$ cat config.mk
export PLATFORM = sky130hd
export DESIGN_NAME = hazard_ctrl
export DESIGN_NICKNAME = d
export VERILOG_FILES = /design/src/rtl/hazard_ctrl.sv
export SDC_FILE = /design/constraint.sdc
export NUM_CORES = 1
export LEC_CHECK = 0
export CAP_MARGIN = 20
export CELL_PAD_IN_SITES_DETAIL_PLACEMENT = 1
export CELL_PAD_IN_SITES_GLOBAL_PLACEMENT = 1
export CORE_ASPECT_RATIO = 0.75
export CORE_MARGIN = 2
export CORE_UTILIZATION = 23
export DETAILED_ROUTE_END_ITERATION = 12
export PLACE_DENSITY = 0.95
export SETUP_SLACK_MARGIN = 0.15
export SKIP_CTS_REPAIR_TIMING = 1
export SYNTH_ARGS = -nofsm -noshare
export SYNTH_HDL_FRONTEND = slang
export SYNTH_SLANG_ARGS = --single-unit
export TNS_END_PERCENT = 100
$ cat constraint.sdc
create_clock -name clk -period 4.6 [get_ports clk]
set_input_delay 0.69 -clock clk [delete_from_list [all_inputs] [get_ports clk]]
set_output_delay 0.69 -clock clk [all_outputs]
set_load 0.02 [all_outputs]
$ cat src/rtl/hazard_ctrl.sv
// rtl/hazard_ctrl.sv - load-use / MDU / control-flush hazard controller; HAZARD_PERF_CNT_EN adds stall/flush counters
module hazard_ctrl #(
    parameter int MDU_LAT = 32,
    parameter int CNT_W   = 6
) (
    input  logic        clk,
    input  logic        reset,
    input  logic [4:0]  ID_rs,
    input  logic [4:0]  ID_rt,
    input  logic        ID_uses_rs,
    input  logic        ID_uses_rt,
    input  logic        ID_jump,
    input  logic        ID_mdu_start,
    input  logic        ID_mdu_use,
    input  logic        EX_Mem_rd,
    input  logic [4:0]  EX_wr_addr,
    input  logic        EX_branch_taken,
    output logic        PC_write,
    output logic        IF_ID_write,
    output logic        IF_ID_flush,
    output logic        ID_EX_flush,
    output logic [1:0]  stall_cause,
    output logic        mdu_busy,
    output logic [31:0] stall_cycles,
    output logic [31:0] flush_cycles
);

    typedef enum logic {RUN, MDU_BUSY} state_t;

    state_t           r_state;
    logic [CNT_W-1:0] r_cnt;
    logic             w_lu;
    logic             w_ms;

    assign w_lu = EX_Mem_rd && (EX_wr_addr != 5'd0) &&
                  ((ID_uses_rs && (ID_rs == EX_wr_addr)) ||
                   (ID_uses_rt && (ID_rt == EX_wr_addr)));
    assign w_ms = (r_state == MDU_BUSY) && (ID_mdu_use || ID_mdu_start);
    assign mdu_busy = (r_state == MDU_BUSY);

    // Reset forces the RUN defaults regardless of what the pipeline presents.
    always_comb begin
        PC_write    = 1'b1;
        IF_ID_write = 1'b1;
        IF_ID_flush = 1'b0;
        ID_EX_flush = 1'b0;
        stall_cause = 2'b00;
        if (reset) begin
            if (EX_branch_taken) begin
                IF_ID_flush = 1'b1;
                ID_EX_flush = 1'b1;
                stall_cause = 2'b11;
            end else if (w_lu) begin
                PC_write    = 1'b0;
                IF_ID_write = 1'b0;
                ID_EX_flush = 1'b1;
                stall_cause = 2'b01;
            end else if (w_ms) begin
                PC_write    = 1'b0;
                IF_ID_write = 1'b0;
                ID_EX_flush = 1'b1;
                stall_cause = 2'b10;
            end else if (ID_jump) begin
                IF_ID_flush = 1'b1;
                stall_cause = 2'b11;
            end
        end
    end

    // Busy window runs to completion; branches and stalls never cancel it.
    always_ff @(posedge clk or negedge reset) begin
        if (!reset) begin
            r_state <= RUN;
            r_cnt   <= '0;
        end else begin
            case (r_state)
                RUN: begin
                    if (ID_mdu_start && !EX_branch_taken && !w_lu) begin
                        r_state <= MDU_BUSY;
                        r_cnt   <= CNT_W'(MDU_LAT - 1);
                    end
                end
                MDU_BUSY: begin
                    r_cnt <= r_cnt - CNT_W'(1);
                    if (r_cnt == CNT_W'(1)) begin
                        r_state <= RUN;
                    end
                end
                default: begin
                    r_state <= RUN;
                    r_cnt   <= '0;
                end
            endcase
        end
    end

`ifdef HAZARD_PERF_CNT_EN
    logic [31:0] r_stall_cycles;
    logic [31:0] r_flush_cycles;

    always_ff @(posedge clk or negedge reset) begin
        if (!reset) begin
            r_stall_cycles <= '0;
            r_flush_cycles <= '0;
        end else begin
            if (((stall_cause == 2'b01) || (stall_cause == 2'b10)) &&
                (r_stall_cycles != 32'hFFFF_FFFF)) begin
                r_stall_cycles <= r_stall_cycles + 32'd1;
            end
            if ((stall_cause == 2'b11) && (r_flush_cycles != 32'hFFFF_FFFF)) begin
                r_flush_cycles <= r_flush_cycles + 32'd1;
            end
        end
    end

    assign stall_cycles = r_stall_cycles;
    assign flush_cycles = r_flush_cycles;
`else
    assign stall_cycles = 32'd0;
    assign flush_cycles = 32'd0;
`endif

endmodule

== Word level (Yosys, flattened, before mapping) ==
Index checks and enable logic that the tools add are counted.

* Bits of input ports: 24
* Bits in latches: 0
* Memories kept: 0
* Register bits after elaboration: 7
* Output and inout bits: 71
* Logic and storage cells: 43
* Bits in writable memories: 0
* Memory bits (read-only): 0

* Multiplexer cells: 23
* Shift operators: 0
* Bitwise logic cells: 1
* Magnitude comparators: 0
* Add/subtract/negate cells: 1
* Reduce and logical (&&, ||, !) cells: 12
* Eq/ne operators: 4
* Divide/modulo/power cells: 0
* Multiply operators: 0

{| class="wikitable"
|+ Operators with widths
! cell !! number
|-
| $mux W1 || 15
|-
| $pmux W6 S2 || 1
|-
| $eq A5 B5 Y1 || 2
|-
| $mux W2 || 5
|-
| $logic_and A1 B1 Y1 || 7
|-
| $eq A6 B1 Y1 const B || 1
|-
| $mux W6 || 1
|-
| $sub A6 B1 Y6 const B || 1
|-
| $reduce_bool A5 Y1 || 1
|-
| $logic_not A1 Y1 || 2
|-
| $logic_or A1 B1 Y1 || 2
|-
| $ne A2 B2 Y1 const B || 1
|-
| $pmux W1 S2 || 1
|-
| $not A1 Y1 || 1
|}

== Longest topological paths before layout ==
* Word-level depth: 8
* Mapped depth: 5
* Mapped depth without buffers: 5

== Least setup slack after synthesis ==
No wires, ideal clock.

* Path type: in2out
* Start: in EX_wr_addr[3]
* End: out PC_write
* Path buffers: 1
* Data arrival time: 2.111 ns
* Required time: 3.910 ns
* Stages on the path: 5
* Setup slack: 1.799 ns
* Cell sequence: or4_4 > o21ai_4 > nor2_1 > a21oi_1 > buf_4

* Cells in the longest elaborated chain, start to end: 7
* Elaborated cells between the ends (all ways): 11
* Classes of those cells: 2 x eq/ne; 3 x mux; 6 x reduce/logical

{| class="wikitable"
|+ RTL lines
! what !! RTL line !! source
|-
| from (decl) || 16 || <nowiki>input logic [4:0] EX_wr_addr,</nowiki>
|-
| $eq A5 B5 Y1, on equally long branches || 36, 37 ||
|-
| $logic_and A1 B1 Y1, on equally long branches || 36, 37 ||
|-
| $logic_or A1 B1 Y1 || 36 || <nowiki>((ID_uses_rs && (ID_rs == EX_wr_addr)) ||</nowiki>
|-
| $logic_and A1 B1 Y1 * || 35 || <nowiki>assign w_lu = EX_Mem_rd && (EX_wr_addr != 5'd0) &&</nowiki>
|-
| $mux W1 * (3 in a row) || n/a ||
|-
| to (decl) || 18 || <nowiki>output logic PC_write,</nowiki>
|}

Every way passes the cells marked *; elsewhere a longest branch is shown, timed or not.

== Worst setup path after layout ==
* Start: in EX_wr_addr[2]
* End: out stall_cause[0]

* Cells in the longest elaborated chain, start to end: 7
* Elaborated cells between the ends (all ways): 11
* Classes of those cells: 2 x eq/ne; 3 x mux; 6 x reduce/logical

{| class="wikitable"
|+ RTL lines
! what !! RTL line !! source
|-
| $eq A5 B5 Y1, on equally long branches || 36, 37 ||
|-
| $logic_and A1 B1 Y1, on equally long branches || 36, 37 ||
|-
| $logic_or A1 B1 Y1 || 36 ||
|-
| $logic_and A1 B1 Y1 * || 35 ||
|-
| $mux W2 * || 53 || <nowiki>end else if (w_lu) begin</nowiki>
|-
| $mux W2 * || 49 || <nowiki>if (EX_branch_taken) begin</nowiki>
|-
| $mux W2 * || 48 || <nowiki>if (reset) begin</nowiki>
|-
| to (decl) || 22 || <nowiki>output logic [1:0] stall_cause,</nowiki>
|}

Marks and branches as above.

==> summary.md <==
| Metric | Value |
|---|---|
| Clock root cell | clkbuf_8 |
| Clk sinks | 7 |
| Commonest non-fill, non-tap cell in the layout | conb_1 |
| Die span in x | between 80 and 90 um |
| Pin count of the biggest net entering global routing | 13 |
| Die height | 64.9 um |
| GP Congestion | roughly 0.69 |
| Number of remaining DRC errors | 0 |
| Nature of the critical path startpoint | input pin |
| Critical path arrival | ~2.9 ns |
| Worst skew pair latency | 0.23 ns |
| Max stage delay on crit path | 0.63 ns |
| Number of buffers created by CTS | 3 |
| Detailed Route WL | between 2000 and 2500 um |
| Area of the multi-input gates | slightly below 700 um2 |
| Post-synthesis compound-gate area fraction | 0.106 |
| Total area of sequential cells | roughly 180 um2 |
| Share of cells above drive strength 1 | 0.0398 |
| Reg clk slew, reported paths | about 0.04 ns |
| Critical-path maximum fanout | 7 |
| Largest family of logic cells by synthesized area | buffers and inverters |
| Synth warn | 0 |
| Final period utilization | 0.781 |
| Worst-margin pin slew | approximately 0.57 ns |
| FMAX | ~0.28 GHz |
| Endpoints failing setup | 0 |
| Register area share after synthesis | 0.154 |
| Layout Nets | 203 |
| Num rows | 22 |
| Setup TNS | 0 ns |
| Most frequent cells in the layout | 64 x conb_1, 30 x clkdlybuf4s50_1, 13 x xnor2_1 |
| RSZ-0062 raised after global routing | no |
| Core box area | 4820 um2 |
| Avg WL per Cell | around 10 um |
| CP endpoint kind | primary output |
| Max_slew headroom | 0.616 |
| Yosys cell types | 29 |
| Final hold vios | 0 |
| TritonCTS clock tree | built |
| Mapped cell area | ~1100 um2 |
| # Max-Cap Violations | 0 |
| Avg Cell Area, Syn | approximately 7.8 um2 |
| Bufs and invs on worst path | 2 |
| H-tree level count | 1 |
| P_leak | about 0.00060 uW |
| Layout area overhead | 14.5% |
| Critical path's top delay family | buffers and inverters |
| Slew Viols, Final | 0 |
| Adder-cell area share of the yosys netlist | 0.0220 |
| Most frequent cell on the critical path | clkdlybuf4s50_1 |
| Die area | about 5500 um2 |
| CP required | 3.91 ns |
| Post-Synthesis Cells | about 150 |
| CP Class | input pin to primary output |
| Starting Density | 0.236 |
| Worst Clk Skew | 0.00286 ns |
| Io pins | 95 |
| Congestion Overflow GR | 0 |
| Routed vias/inst | around 3.6 |
| XOR/XNOR share of the synthesized area | 0.116 |
| Maximum VDD drop | 124 uV |
| Vias in the first global route | between 700 and 800 |
| First-pass detailed-route iteration total | 4 |
| 1st-iter DRT viols | 30 |
| Antenna violation net count after detailed routing | 0 |
| Global Route Usage Sum | 0.0869 |
| Dpl hpwl | ~2100 um |
| I/O Buffers | 30 |
| ANT cells | 0 |
| Slowest CP cell | clkdlybuf4s50_1 |
| PD cells | between 300 and 400 nW/um2 |
| Layout fillers | 600 |
| Chain of cells forming the critical path | clkdlybuf4s50_1 -> xnor2_1 -> nand4_1 -> o22ai_1 -> o2bb2ai_1 -> clkdlybuf4s50_1 |
| Multiplexer share of the synthesized area | 0 |
| FF+latch count, synth | 7 |
| Clock tree buffer depth | 2 |
| Via Count | between 800 and 900 |
| Simple-Gate Fraction of Synth Area | 0.145 |
| Run status | complete, no violations |
| Initial antenna violation count | 0 |
| Final design utilization | 0.270 |
| Final min period | about 3.6 ns |
| Hold Crit Class | register to register |
| First-pass GRT wire length | roughly 3800 um |
## through the flow
stage	hold slack [ns]	total power [uW]	std cells	instance area [um2]	setup slack (ns)
2_1_floorplan	0.394	325	208	1370	1.80
3_3_place_gp	0.540	339	232	1250	1.04
3_5_place_dp	0.544	352	232	1250	1.00
4_1_cts	0.558	442	236	1300	0.990
5_1_grt	0.591	483	236	1300	0.799
6_report	0.559	440	236	1300	1.01
## cells in the mapped netlist
cell type / n / area [um2]
nor2_1: 6 / 22.5
o21ai_4: 1 / 16.3
a21oi_1: 5 / 25.0
xnor2_1: 13 / 114
o31ai_1: 1 / 7.51
o2bb2ai_1: 1 / 8.76
o21ai_0: 5 / 25.0
nand4_1: 2 / 12.5
inv_1: 6 / 22.5
nor4_1: 1 / 6.26
nand3_1: 6 / 30.0
nand2b_1: 2 / 12.5
buf_4: 65 / 488
nand2_1: 5 / 18.8
or4_4: 1 / 11.3
nor2b_1: 1 / 6.26
buf_2: 1 / 5.00
conb_1: 1 / 3.75
a31oi_1: 2 / 12.5
ha_1: 2 / 25.0
a21bo_1: 1 / 10.0
and3_1: 1 / 6.26
nor4b_1: 2 / 17.5
xor2_1: 2 / 17.5
nand2_2: 1 / 6.26
o221ai_1: 1 / 8.76
dfrtp_1: 7 / 175
o22ai_1: 1 / 6.26
nor3b_1: 2 / 15.0
## state kept, by name (all words and copies together) (netlist names)
name	cells
r_cnt	6
mdu_busy	1
## metal layers
| metal | global-route usage | wire [um] | up-vias |
|---|---|---|---|
| met4 | 0.0317 | 50 | 0 |
| met2 | 0.153 | 1230 | 42 |
| met1 | 0.103 | 956 | 392 |
| li1 | - | - | 409 |
| met3 | 0.0204 | 180 | 4 |
| met5 | 0 | 0 | - |
## area by class of cell
type,count,share of cell area
timing repair buffer,30,0.231
inverter,6,0.0173
clock inverter,1,0.00385
multi-input combinational,129,0.524
clock buffer,3,0.0317
sequential,7,0.135
tap,60,0.0577
## power breakdown
part | switching (uW) | internal (uW)
Combinational | 137 | 93.8
Sequential | 31.2 | 91.8
Clock | 27.3 | 58.7
Total | 196 | 244
## path summary, 6_finish.rpt
| check | start | to | slack (ns) | cells past startpoint |
|---|---|---|---|---|
| min in group asynchronous | reset | mdu_busy$_DFF_PN0_ | 0.80 | 1 |
| worst max register to register | mdu_busy$_DFF_PN0_ | mdu_busy$_DFF_PN0_ | 2.87 | 4 |
| max in group asynchronous | reset | r_cnt[0]$_DFFE_PN0P_ | 3.47 | 1 |
| worst max-delay path | EX_wr_addr[2] | stall_cause[0] | 1.01 | 6 |
| worst min register to register | r_cnt[1]$_DFFE_PN0P_ | r_cnt[1]$_DFFE_PN0P_ | 0.56 | 2 |
| worst min-delay path | r_cnt[1]$_DFFE_PN0P_ | r_cnt[1]$_DFFE_PN0P_ | 0.56 | 2 |
## tightest hold or removal path: cells and delay by family, from the launching register on
kind / cells / cell delay [ns]
flops: 1 / 0.35
compound gates: 1 / 0.09
simple gates: 1 / 0.08
## kinds of logic (layout without fill, tap and decap cells)
| logic type | Yosys count | in the layout |
|---|---|---|
| AO/OA/AOI/OAI | 18 | 18 |
| XOR/XNOR | 15 | 15 |
| adder cells (fa/ha/maj) | 2 | 2 |
| buffers and inverters | 72 | 40 |
| flip-flops | 7 | 7 |
| other | 1 | 64 |
| AND/OR/NAND/NOR | 30 | 30 |
Power figures use the tool's default switching activity.
